===== config.mk =====
export PLATFORM = sky130hd
export DESIGN_NAME = cordic_hyperbolic_iter_flat
export DESIGN_NICKNAME = d
export VERILOG_FILES = /design/src/rtl/cordic_hyperbolic_iter_if.sv /design/src/rtl/cordic_hyperbolic_iter.sv /design/src/flat_wrapper.sv
export SDC_FILE = /design/constraint.sdc
export NUM_CORES = 1
export LEC_CHECK = 0
export BUFFER_PORTS_ARGS = -buffer_cell sky130_fd_sc_hd__buf_2
export CAP_MARGIN = 20
export CORE_MARGIN = 3
export CORE_UTILIZATION = 53
export DETAILED_ROUTE_END_ITERATION = 10
export PLACE_DENSITY = 0.75
export SYNTH_ARGS = -nofsm -noshare
export SYNTH_HDL_FRONTEND = slang
export SYNTH_SLANG_ARGS = --single-unit
export TNS_END_PERCENT = 1

===== constraint.sdc =====
create_clock -name clk -period 6.4 [get_ports clk]
set_clock_uncertainty 0.1 [all_clocks]
set_input_delay 0.32 -clock clk [delete_from_list [all_inputs] [get_ports clk]]
set_output_delay 0.32 -clock clk [all_outputs]
set_load 0.005 [all_outputs]

===== src/rtl/cordic_hyperbolic_iter_if.sv =====
// Handshake, operand, result and external atanh-ROM signals of the
// iterative hyperbolic CORDIC engine.
interface cordic_hyperbolic_iter_if #(
  parameter int FIXED_WIDTH = 16,
  parameter int ITERATIONS  = 9
);
  logic                           start;
  logic                           mode;
  logic signed [FIXED_WIDTH-1:0]  x_in;
  logic signed [FIXED_WIDTH-1:0]  y_in;
  logic signed [FIXED_WIDTH-1:0]  z_in;
  logic [$clog2(ITERATIONS)-1:0]  rom_idx;
  logic signed [FIXED_WIDTH-1:0]  rom_angle;
  logic                           busy;
  logic                           done;
  logic signed [FIXED_WIDTH-1:0]  x_out;
  logic signed [FIXED_WIDTH-1:0]  y_out;
  logic signed [FIXED_WIDTH-1:0]  z_out;

  modport master (
    output start, mode, x_in, y_in, z_in, rom_angle,
    input  rom_idx, busy, done, x_out, y_out, z_out
  );

  modport slave (
    input  start, mode, x_in, y_in, z_in, rom_angle,
    output rom_idx, busy, done, x_out, y_out, z_out
  );
endinterface


===== src/rtl/cordic_hyperbolic_iter.sv =====
// Iterative hyperbolic CORDIC: one micro-rotation per RUN cycle, atanh
// angles fetched combinationally from an external ROM, no gain correction.
module cordic_hyperbolic_iter #(
  parameter int FIXED_WIDTH = 16,
  parameter int ITERATIONS  = 9
) (
  input  logic                     clk,
  input  logic                     rst,
  cordic_hyperbolic_iter_if.slave  bus
);
  localparam int IW   = $clog2(ITERATIONS);
  localparam int LAST = ITERATIONS - 1;

  typedef enum logic [1:0] {IDLE, RUN, DONE} state_t;

  state_t                        state, state_n;
  logic signed [FIXED_WIDTH-1:0] x, y, z;
  logic signed [FIXED_WIDTH-1:0] x_n, y_n, z_n;
  logic signed [FIXED_WIDTH-1:0] xs, ys;
  logic signed [FIXED_WIDTH-1:0] xo, yo, zo;
  logic [IW-1:0]                 sidx;
  logic                          rep;
  logic                          mode_r;
  logic                          repeat_here;
  logic                          last_step;
  logic                          dpos;

  // Indices 4 and 13 run twice: rep marks that the first pass is done.
  always_comb begin
    repeat_here = ((int'(sidx) == 4) || (int'(sidx) == 13)) && !rep;
    last_step   = (int'(sidx) == LAST) && !repeat_here;
    xs          = x >>> sidx;
    ys          = y >>> sidx;
    dpos        = mode_r ? y[FIXED_WIDTH-1] : !z[FIXED_WIDTH-1];
    if (dpos) begin
      x_n = x + ys;
      y_n = y + xs;
      z_n = z - bus.rom_angle;
    end else begin
      x_n = x - ys;
      y_n = y - xs;
      z_n = z + bus.rom_angle;
    end
  end

  always_comb begin
    state_n = state;
    case (state)
      IDLE:    if (bus.start) state_n = RUN;
      RUN:     if (last_step) state_n = DONE;
      DONE:    state_n = IDLE;
      default: state_n = IDLE;
    endcase
  end

  always_ff @(posedge clk) begin
    if (rst) state <= IDLE;
    else     state <= state_n;
  end

  always_ff @(posedge clk) begin
    if (rst) begin
      x      <= '0;
      y      <= '0;
      z      <= '0;
      xo     <= '0;
      yo     <= '0;
      zo     <= '0;
      sidx   <= '0;
      rep    <= 1'b0;
      mode_r <= 1'b0;
    end else begin
      case (state)
        IDLE: begin
          if (bus.start) begin
            x      <= bus.x_in;
            y      <= bus.y_in;
            z      <= bus.z_in;
            mode_r <= bus.mode;
            sidx   <= IW'(1);
            rep    <= 1'b0;
          end
        end
        RUN: begin
          x <= x_n;
          y <= y_n;
          z <= z_n;
          if (repeat_here) begin
            rep <= 1'b1;
          end else begin
            rep  <= 1'b0;
            sidx <= sidx + 1'b1;
          end
          if (last_step) begin
            xo <= x_n;
            yo <= y_n;
            zo <= z_n;
          end
        end
        default: ;
      endcase
    end
  end

  assign bus.busy    = (state == RUN);
  assign bus.done    = (state == DONE);
  assign bus.rom_idx = (state == RUN) ? sidx : '0;
  assign bus.x_out   = xo;
  assign bus.y_out   = yo;
  assign bus.z_out   = zo;
endmodule


===== src/flat_wrapper.sv =====
// flat-port wrapper written by rule: the top's interface ports become plain ports
module cordic_hyperbolic_iter_flat 
#(
  parameter int FIXED_WIDTH = 16,
  parameter int ITERATIONS  = 9
)
  (clk, rst, bus_start, bus_mode, bus_x_in, bus_y_in, bus_z_in, bus_rom_angle, bus_rom_idx, bus_busy, bus_done, bus_x_out, bus_y_out, bus_z_out);
  cordic_hyperbolic_iter_if #(.FIXED_WIDTH(FIXED_WIDTH), .ITERATIONS(ITERATIONS)) bus_i ();
  input  logic clk;
  input  logic rst;
  input wire logic [$bits(bus_i.start)-1:0] bus_start;
  input wire logic [$bits(bus_i.mode)-1:0] bus_mode;
  input wire logic [$bits(bus_i.x_in)-1:0] bus_x_in;
  input wire logic [$bits(bus_i.y_in)-1:0] bus_y_in;
  input wire logic [$bits(bus_i.z_in)-1:0] bus_z_in;
  input wire logic [$bits(bus_i.rom_angle)-1:0] bus_rom_angle;
  output wire logic [$bits(bus_i.rom_idx)-1:0] bus_rom_idx;
  output wire logic [$bits(bus_i.busy)-1:0] bus_busy;
  output wire logic [$bits(bus_i.done)-1:0] bus_done;
  output wire logic [$bits(bus_i.x_out)-1:0] bus_x_out;
  output wire logic [$bits(bus_i.y_out)-1:0] bus_y_out;
  output wire logic [$bits(bus_i.z_out)-1:0] bus_z_out;
  assign bus_i.start = bus_start;
  assign bus_i.mode = bus_mode;
  assign bus_i.x_in = bus_x_in;
  assign bus_i.y_in = bus_y_in;
  assign bus_i.z_in = bus_z_in;
  assign bus_i.rom_angle = bus_rom_angle;
  assign bus_rom_idx = bus_i.rom_idx;
  assign bus_busy = bus_i.busy;
  assign bus_done = bus_i.done;
  assign bus_x_out = bus_i.x_out;
  assign bus_y_out = bus_i.y_out;
  assign bus_z_out = bus_i.z_out;
  cordic_hyperbolic_iter #(.FIXED_WIDTH(FIXED_WIDTH), .ITERATIONS(ITERATIONS)) u_core (.clk(clk), .rst(rst), .bus(bus_i));
endmodule

# After elaboration in Yosys (flattened, before gate mapping)
# Index checks and enable logic that the tools add are counted.
# op_classes
mux,20
eq_ne,8
n_reduce_logical,13
shift,2
addsub,7
# op_table
op,count
$mux 16,6
$pmux 16 s2,3
$add 16x16->16,3
$sub 16x16->16,3
$sshr 16x4->16,2
$mux 4,3
$eq 4x4->1 const B,2
$pmux 4 s2,1
$reduce_and 2->1,4
$add 4x1->4 const B,1
$eq 4x3->1 const B,1
$mux 2,2
$ne 2x2->1 const B,2
$pmux 2 s2,1
$logic_not 1->1,3
$mux 1,3
$reduce_and 3->1,1
$eq 2x1->1 const B,1
$eq 2x2->1 const B,1
$logic_and 1x1->1,2
$logic_not 2->1,1
$ne 2x1->1 const B,1
$pmux 1 s2,1
$reduce_bool 2->1,1
$logic_or 1x1->1,1
# totals
inputBits,68
output_inout_bits,54
reg_bits,104
elab_cells,60

# Logic depth before layout (Yosys ltp)
# Gate-level depths: netlist of the first run.
# depth
ltp_word,7
ltp_mapped,22
mapped_depth_nobuf,19

# Worst setup path after synthesis of the first run
# No wires, ideal clock.
# synth_timing
path_kind,reg-to-reg
from,register u_core.sidx[0]
to,register u_core.y[15]
path_slack_ps,1675
required_ps,6221
period_less_slack_ps,4725
n_path_buf,2
path_stages_with_launch,22
t_arrival_ps,4546
setup_time_ps,79
path_cell_list,dfxtp_1 > buf_2 > buf_2 > mux2_2 > mux2i_1 > o21ai_0 > a21o_1 > inv_1 > ha_1 > inv_1 > o41ai_1 > o21ai_0 > xnor2_1 > ha_1 > a21oi_1 > nand2b_1 > a41oi_1 > o21ai_0 > a211oi_1 > nor2_1 > xnor2_1 > a211oi_2
# synth_between
elab_chain_len,4
elab_cells_between_ends,5
classes_between,add/sub (2); shift (1); mux (2)
# synth_rtl
item,line_no,rtl
"start, declared",cordic_hyperbolic_iter.sv:21,logic [IW-1:0] sidx;
"start signal, assigned",cordic_hyperbolic_iter.sv:92,sidx <= sidx + 1'b1;
$sshr 16x4->16 *,cordic_hyperbolic_iter.sv:32,xs = x >>> sidx;
$sub 16x16->16 / $add 16x16->16 (equally long branches),"cordic_hyperbolic_iter.sv:41, cordic_hyperbolic_iter.sv:37",
$mux 16 *,cordic_hyperbolic_iter.sv:35,if (dpos) begin
$pmux 16 s2 *,cordic_hyperbolic_iter.sv:73,case (state)
"end signal, assigned",cordic_hyperbolic_iter.sv:77,y <= bus.y_in;
"end signal, assigned",cordic_hyperbolic_iter.sv:86,y <= y_n;
"end, declared",cordic_hyperbolic_iter.sv:17,"logic signed [FIXED_WIDTH-1:0] x, y, z;"
# Every way passes the cells marked *; elsewhere a longest branch is shown, timed or not.
# A chain may end at the register's enable or synchronous reset.

# Worst setup path in the final report of the first run
# Same ends and word-level chain as after synthesis.

==> results.cfg, run 1 <==
[floorplanning]
die_h_um = 133.7
die_x_um = 133.7
dieArea_um2 = 17880
rows = 46
initial_core_util_pct = 54.22
core_um2 = 15940
io-pin-count = 122

[drt]
wl_per_cell_um = 17.94
totalWireLength_mm = 24.38
drtIter0Drc = 610
ant_nets = 0
vias = 8294
vias_per_cell = 6.103
remaining_drc_errors = 0
dr.pass1.iters = 5

[timing]
rsz0062_at_grt = no
slew_headroom_pct = 28.96
setup_violations = 0
max_freq_ghz = 0.1830
slew_viol_final = 0
final-hold-violation-count = 0
min_period_ns = 5.466
worst_slew_pin_slew_ns = 1.063
fin_crit_sh_pct = 85.40
setup_tns_ns = 0

[synthesis]
ys_warn_count = 0
synth_edf_count = 0
ys.flop_type = dfxtp_1
yosysUniqueCellTypes = 68
postSynthCellCount = 1058
synth_seq_cells = 104
avgSynthCellArea_um2 = 8.171
yosysSeqAreaShare_pct = 24.08
synth_area_um2 = 8645
syn-num-nets = 1186
async_flop_share_pct = 0

[worst_setup_path]
reg2reg_to = u_core.y[15]
cp-start-kind = flop
cp_max_fo = 33
crit_arrival_ns = 5.64
startpoint = u_core.sidx[0]
crit_chain = mux2_2 -> mux2i_1 -> a21oi_1 -> a21o_1 -> inv_1 -> ha_1 -> inv_1 -> o41ai_1 -> buf_4 -> o21ai_0 -> xnor2_1 -> ha_1 -> a21oi_1 -> nand2b_1 -> a41oi_1 -> o21ai_0 -> a211oi_1 -> nor2_1 -> xnor2_1 -> a211oi_2
reg2reg_depth = 20
worst-r2r-setup-slack_ns = 0.93
required_ns = 6.57
crit_path_end_kind = flop
crit_slowest_cell = dfxtp_2
critical_path_class = reg -> reg
path_delay_family = compound AO/OA/AOI/OAI gates
max_stage_delay_ns = 0.94
r2r-start = u_core.sidx[0]
cp_num_buf_inv = 3

[final_layout]
nets = 1267
area_growth_pct = 12.17
multi_input_area_um2 = 6237
layout_commonest_cell = nand2_1
final_cell_mix = 124 x nand2_1, 120 x buf_2, 109 x nor2_1, 103 x dfxtp_1, 98 x a21oi_1
register_area_um2 = 2083
layout-drive-gt1-share_pct = 18.20
fillCellCount = 1497
diodes = 0
final_core_util_pct = 60.82

[cts]
post-cts-setup-buffers = 0
clock_latency_ns = 0.36
cts_hold_buf = 0
clockBufferDepth = 2
clk_pin_slew_worst_paths_ns = 0.07
cts_tree = done
clock-root-buffer = clkbuf_16
cts_num_sinks = 104
h-tree-depth = 3
cts.repair.resized = 0
cts_buffers = 9

[placement]
finalWeightedCongestion = 1.017
dp_hpwl_mm = 18.10
portBuffers = 121

[worst_hold_path]
min_path_type = in -> reg
min_to = u_core.mode_r
hp-start = bus_mode
min_path_cells = 3

[global_route]
grt_pass1_wl_mm = 39.96
antenna_found_initial = 0
grt_pass1_vias = 7820
gr-total-overflow = 0
track_usage_pct = 27.25
grt_max_degree = 94

[pwr]
pwr_density_cell_nw_per_um2 = 298.6
peakVddDrop_v = 0.0001609
leakage_nw = 4.104
power.total_w = 0.002895

[run_status]
status = completed

[flow_run]
max_cap_violations = 0
-- registers in the layout (all words and copies together), names as in the netlist --
register / count
u_core.state: 2
u_core.bus.y_out: 16
u_core.bus.x_out: 16
u_core.x: 16
u_core.z: 16
u_core.rep: 1
u_core.bus.z_out: 16
u_core.sidx: 4
u_core.mode_r: 1
u_core.y: 16
-- layer usage --
metal  track usage [%]  up-vias  share of wire, %
met5                 0        -                 0
met4             9.086        0               2.7
met3             5.098       44               6.9
met2             44.64      298                46
met1             36.36     3928                44
li1                  -     4024                 -
-- final cells by class --
| class | instances | area share (%) |
|---|---|---|
| Tap cell | 216 | 2.787 |
| Sequential cell | 104 | 21.48 |
| Timing Repair Buffer | 137 | 7.510 |
| Clock buffer | 11 | 2.503 |
| Clock inverter | 4 | 0.5419 |
| Multi-Input combinational cell | 865 | 64.32 |
| Inverter | 22 | 0.8516 |
-- through the flow --
stage	cell area (um2)	cells	setup WS, ns	hold WS [ns]
after CTS	9697	1359	0.9671	0.1419
final	9697	1359	0.9341	0.1375
after global placement	9402	1344	1.101	0.3398
after floorplan	8645	1058	1.675	0.3527
after global routing	9697	1359	0.4091	0.1650
after detailed placement	9402	1344	1.007	0.3431
-- worst max-delay path by stage --
| stage | endpoint | slack (ns) | cells past startpoint |
|---|---|---|---|
| floorplan | u_core.y[15] | 1.67 | 21 |
| global placement | u_core.y[15] | 1.10 | 20 |
| detailed placement | u_core.y[15] | 1.01 | 20 |
| CTS | u_core.y[15] | 0.97 | 20 |
| global route | u_core.y[15] | 0.41 | 20 |
| finish | u_core.y[15] | 0.93 | 20 |
-- worst min-delay path: cells and delay by family --
family / cells / cell delay, ns
buf+inv: 1 / 0.10
simple gates: 1 / 0.07
mux: 1 / 0.06
-- Yosys cell counts, drive strengths merged, types with 7 or more instances --
cell      n  share of area (%)
a21oi    98                5.7
nand2b   11               0.80
nor2    110                4.8
xor2     21                2.1
o21ai    30                1.7
nand3b    8               0.69
o211ai   12                1.1
a31oi     7               0.51
mux2i    60                6.9
nor3     28                1.6
nor2b     8               0.58
inv      21               0.91
o21a      8               0.69
mux4     26                6.8
o21bai    7               0.61
ha       57                8.3
nand3    21                1.2
dfxtp   104                 24
a21o     11               0.96
clkbuf   44                1.9
a211oi   58                5.1
or3       8               0.58
nand2   124                5.4
buf      23                1.2
mux2     12                1.6
xnor2    58                5.9
-- cells by family after synthesis --
logic type	Yosys count	share of synthesized area [%]
compound gates	278	21.36
mux	98	15.33
fa+ha+maj	60	8.945
simple gates	350	18.21
xor+xnor	79	8.004
flops	104	24.08
buf+inv	89	4.067
-- report_power, final --
part | switching (W) | internal [W] | total [W]
clock network | 0.000257 | 0.000314 | 0.000571
registers | 0.0000967 | 0.000698 | 0.000795
logic | 0.000869 | 0.000661 | 0.00153
Power figures use the tool's default switching activity.
==> run 2: changes to the inputs <==
--- a/config.mk
+++ b/config.mk
@@ -10,7 +10,7 @@
 export CORE_MARGIN = 3
 export CORE_UTILIZATION = 53
 export DETAILED_ROUTE_END_ITERATION = 10
-export PLACE_DENSITY = 0.75
+export PLACE_DENSITY = 0.79
 export SYNTH_ARGS = -nofsm -noshare
 export SYNTH_HDL_FRONTEND = slang
 export SYNTH_SLANG_ARGS = --single-unit
==> run 2 against run 1 <==
Against the previous run:
- via count decreased by 1.2%
- count of clock-buffer cells in the layout decreased by 1
- core utilization increased by 0.19 points
- hold slack got worse by 0.034 ns
- die area unchanged
- combinational power about the same
- register-to-register slack got worse by 0.11 ns
- critical path depth decreased by 3
- routed wire length about the same
- critical path type unchanged
- largest cell class unchanged
==> results.cfg, run 2 (synthesis gave the netlist of run 1 again) <==
[run_status]
status = completed

[drt]
dr.pass1.iters = 5
remaining_drc_errors = 0
vias = 8194
wl_per_cell_um = 17.93
vias_per_cell = 6.029
totalWireLength_mm = 24.37
ant_nets = 0
drtIter0Drc = 706

[floorplanning]
die_x_um = 133.7
core_um2 = 15940
dieArea_um2 = 17880
die_h_um = 133.7
io-pin-count = 122
rows = 46
initial_core_util_pct = 54.22

[worst_setup_path]
crit_path_end_kind = flop
cp_num_buf_inv = 1
crit_chain = buf_4 -> mux4_2 -> mux2_2 -> o21ai_0 -> ha_1 -> nand2_1 -> o21ai_0 -> xnor2_1 -> ha_1 -> nand3_1 -> o211ai_1 -> nor3_1 -> o41ai_1 -> a31oi_1 -> a21oi_1 -> a21oi_1 -> o31a_1
critical_path_class = reg -> reg
path_delay_family = compound AO/OA/AOI/OAI gates
required_ns = 6.56
max_stage_delay_ns = 0.73
cp-start-kind = flop
crit_slowest_cell = dfxtp_2
cp_max_fo = 22
crit_arrival_ns = 5.74

[pwr]
p_sw_w = 0.001243
internal_power_w = 0.001714
p_clk_share_pct = 20.9
p_seq_share_pct = 26.8
pwr_density_cell_nw_per_um2 = 304.0
peakVddDrop_v = 0.0001843
p_sw_share_pct = 42.04
p_comb_share_pct = 52.3
leakage_nw = 4.119
power.total_w = 0.002957

[worst_hold_path]
min_path_type = in -> reg

[timing]
max_freq_ghz = 0.1793
fin_crit_sh_pct = 87.15
setup_tns_ns = 0
setup_violations = 0
worst_slew_pin_slew_ns = 0.9489
slew_headroom_pct = 36.74
rsz0062_at_grt = no
slew_viol_final = 0
min_period_ns = 5.578
final-hold-violation-count = 0

[final_layout]
final_cell_mix = 124 x nand2_1, 120 x buf_2, 109 x nor2_1, 103 x dfxtp_1, 98 x a21oi_1
fillCellCount = 1482
layout_commonest_cell = nand2_1
layout-drive-gt1-share_pct = 18.29
area_growth_pct = 12.52
nets = 1267
diodes = 0

[cts]
post-cts-setup-buffers = 0
cts_hold_buf = 0
cts_buffers = 9
cts_num_sinks = 104
h-tree-depth = 3
clock-root-buffer = clkbuf_16
cts.repair.resized = 0
clockBufferDepth = 2
clock_latency_ns = 0.36
clk_pin_slew_worst_paths_ns = 0.07
cts_tree = done

[global_route]
grt_pass1_vias = 8000
grt_pass1_wl_mm = 39.80
grt_max_degree = 91
antenna_found_initial = 0
track_usage_pct = 27.13
gr-total-overflow = 0

[placement]
dp_hpwl_mm = 18.12
portBuffers = 121
finalWeightedCongestion = 1.028

[flow_run]
max_cap_violations = 0
run 2: final cells by class:
| class | instances | area, um2 | share of cell area (%) |
|---|---|---|---|
| Multi-Input combinational cell | 865 | 6237 | 64.12 |
| Sequential cell | 104 | 2083 | 21.42 |
| Timing Repair Buffer | 137 | 728.2 | 7.486 |
| Tap cell | 216 | 270.3 | 2.778 |
| Clock buffer | 10 | 239.0 | 2.457 |
| Clock inverter | 5 | 86.33 | 0.8876 |
| Inverter | 22 | 82.58 | 0.8490 |
run 2: worst paths after layout:
path,from,to,slack [ns],cells after the start
worst max-delay path,u_core.sidx[0],u_core.x[15],0.82,17
worst max register to register,u_core.sidx[0],u_core.x[15],0.82,17
worst min-delay path,bus_mode,u_core.mode_r,0.10,3
worst min register to register,u_core.bus.y_out[1],u_core.bus.y_out[1],0.35,2
run 2: worst reg2reg max path, cell delays in order (launching register included):
cell,delay (ns)
dfxtp_2,0.73
buf_4,0.35
mux4_2,0.55
mux2_2,0.29
o21ai_0,0.28
ha_1,0.25
nand2_1,0.11
o21ai_0,0.23
xnor2_1,0.12
ha_1,0.40
nand3_1,0.10
o211ai_1,0.22
nor3_1,0.10
o41ai_1,0.70
a31oi_1,0.18
a21oi_1,0.45
a21oi_1,0.08
o31a_1,0.25
run 2: metrics by stage:
stage          setup slack, ns  utilization, %  cell area [um2]  std cells  hold WS (ns)
2_1_floorplan            1.675               -             8645       1058        0.3527
3_3_place_gp             1.085           58.97             9402       1344        0.3386
3_5_place_dp            0.8800           58.97             9402       1344        0.3444
4_1_cts                 0.8658           61.01             9727       1359        0.1022
5_1_grt                 0.3204           61.01             9727       1359        0.1275
6_report                0.8221           61.01             9727       1359        0.1038
run 2: per-layer routing:
| layer | track usage, % | wire length [um] | share of wire, % | vias to the layer above |
|---|---|---|---|---|
| met4 | 8.686 | 463 | 1.9 | 0 |
| li1 | - | - | - | 4013 |
| met1 | 35.45 | 10570 | 43 | 3881 |
| met2 | 45.85 | 11680 | 48 | 267 |
| met3 | 4.532 | 1657 | 6.8 | 33 |
| met5 | 0 | 0 | 0 | - |
run 2: power by group through the flow:
stage	clock network [W]	logic, W	registers (W)
floorplan	0	0.00123	0.000754
global placement	0	0.00149	0.000803
detailed placement	0	0.00151	0.000804
CTS	0.000631	0.00153	0.000790
global route	0.000650	0.00171	0.000801
finish	0.000619	0.00155	0.000792
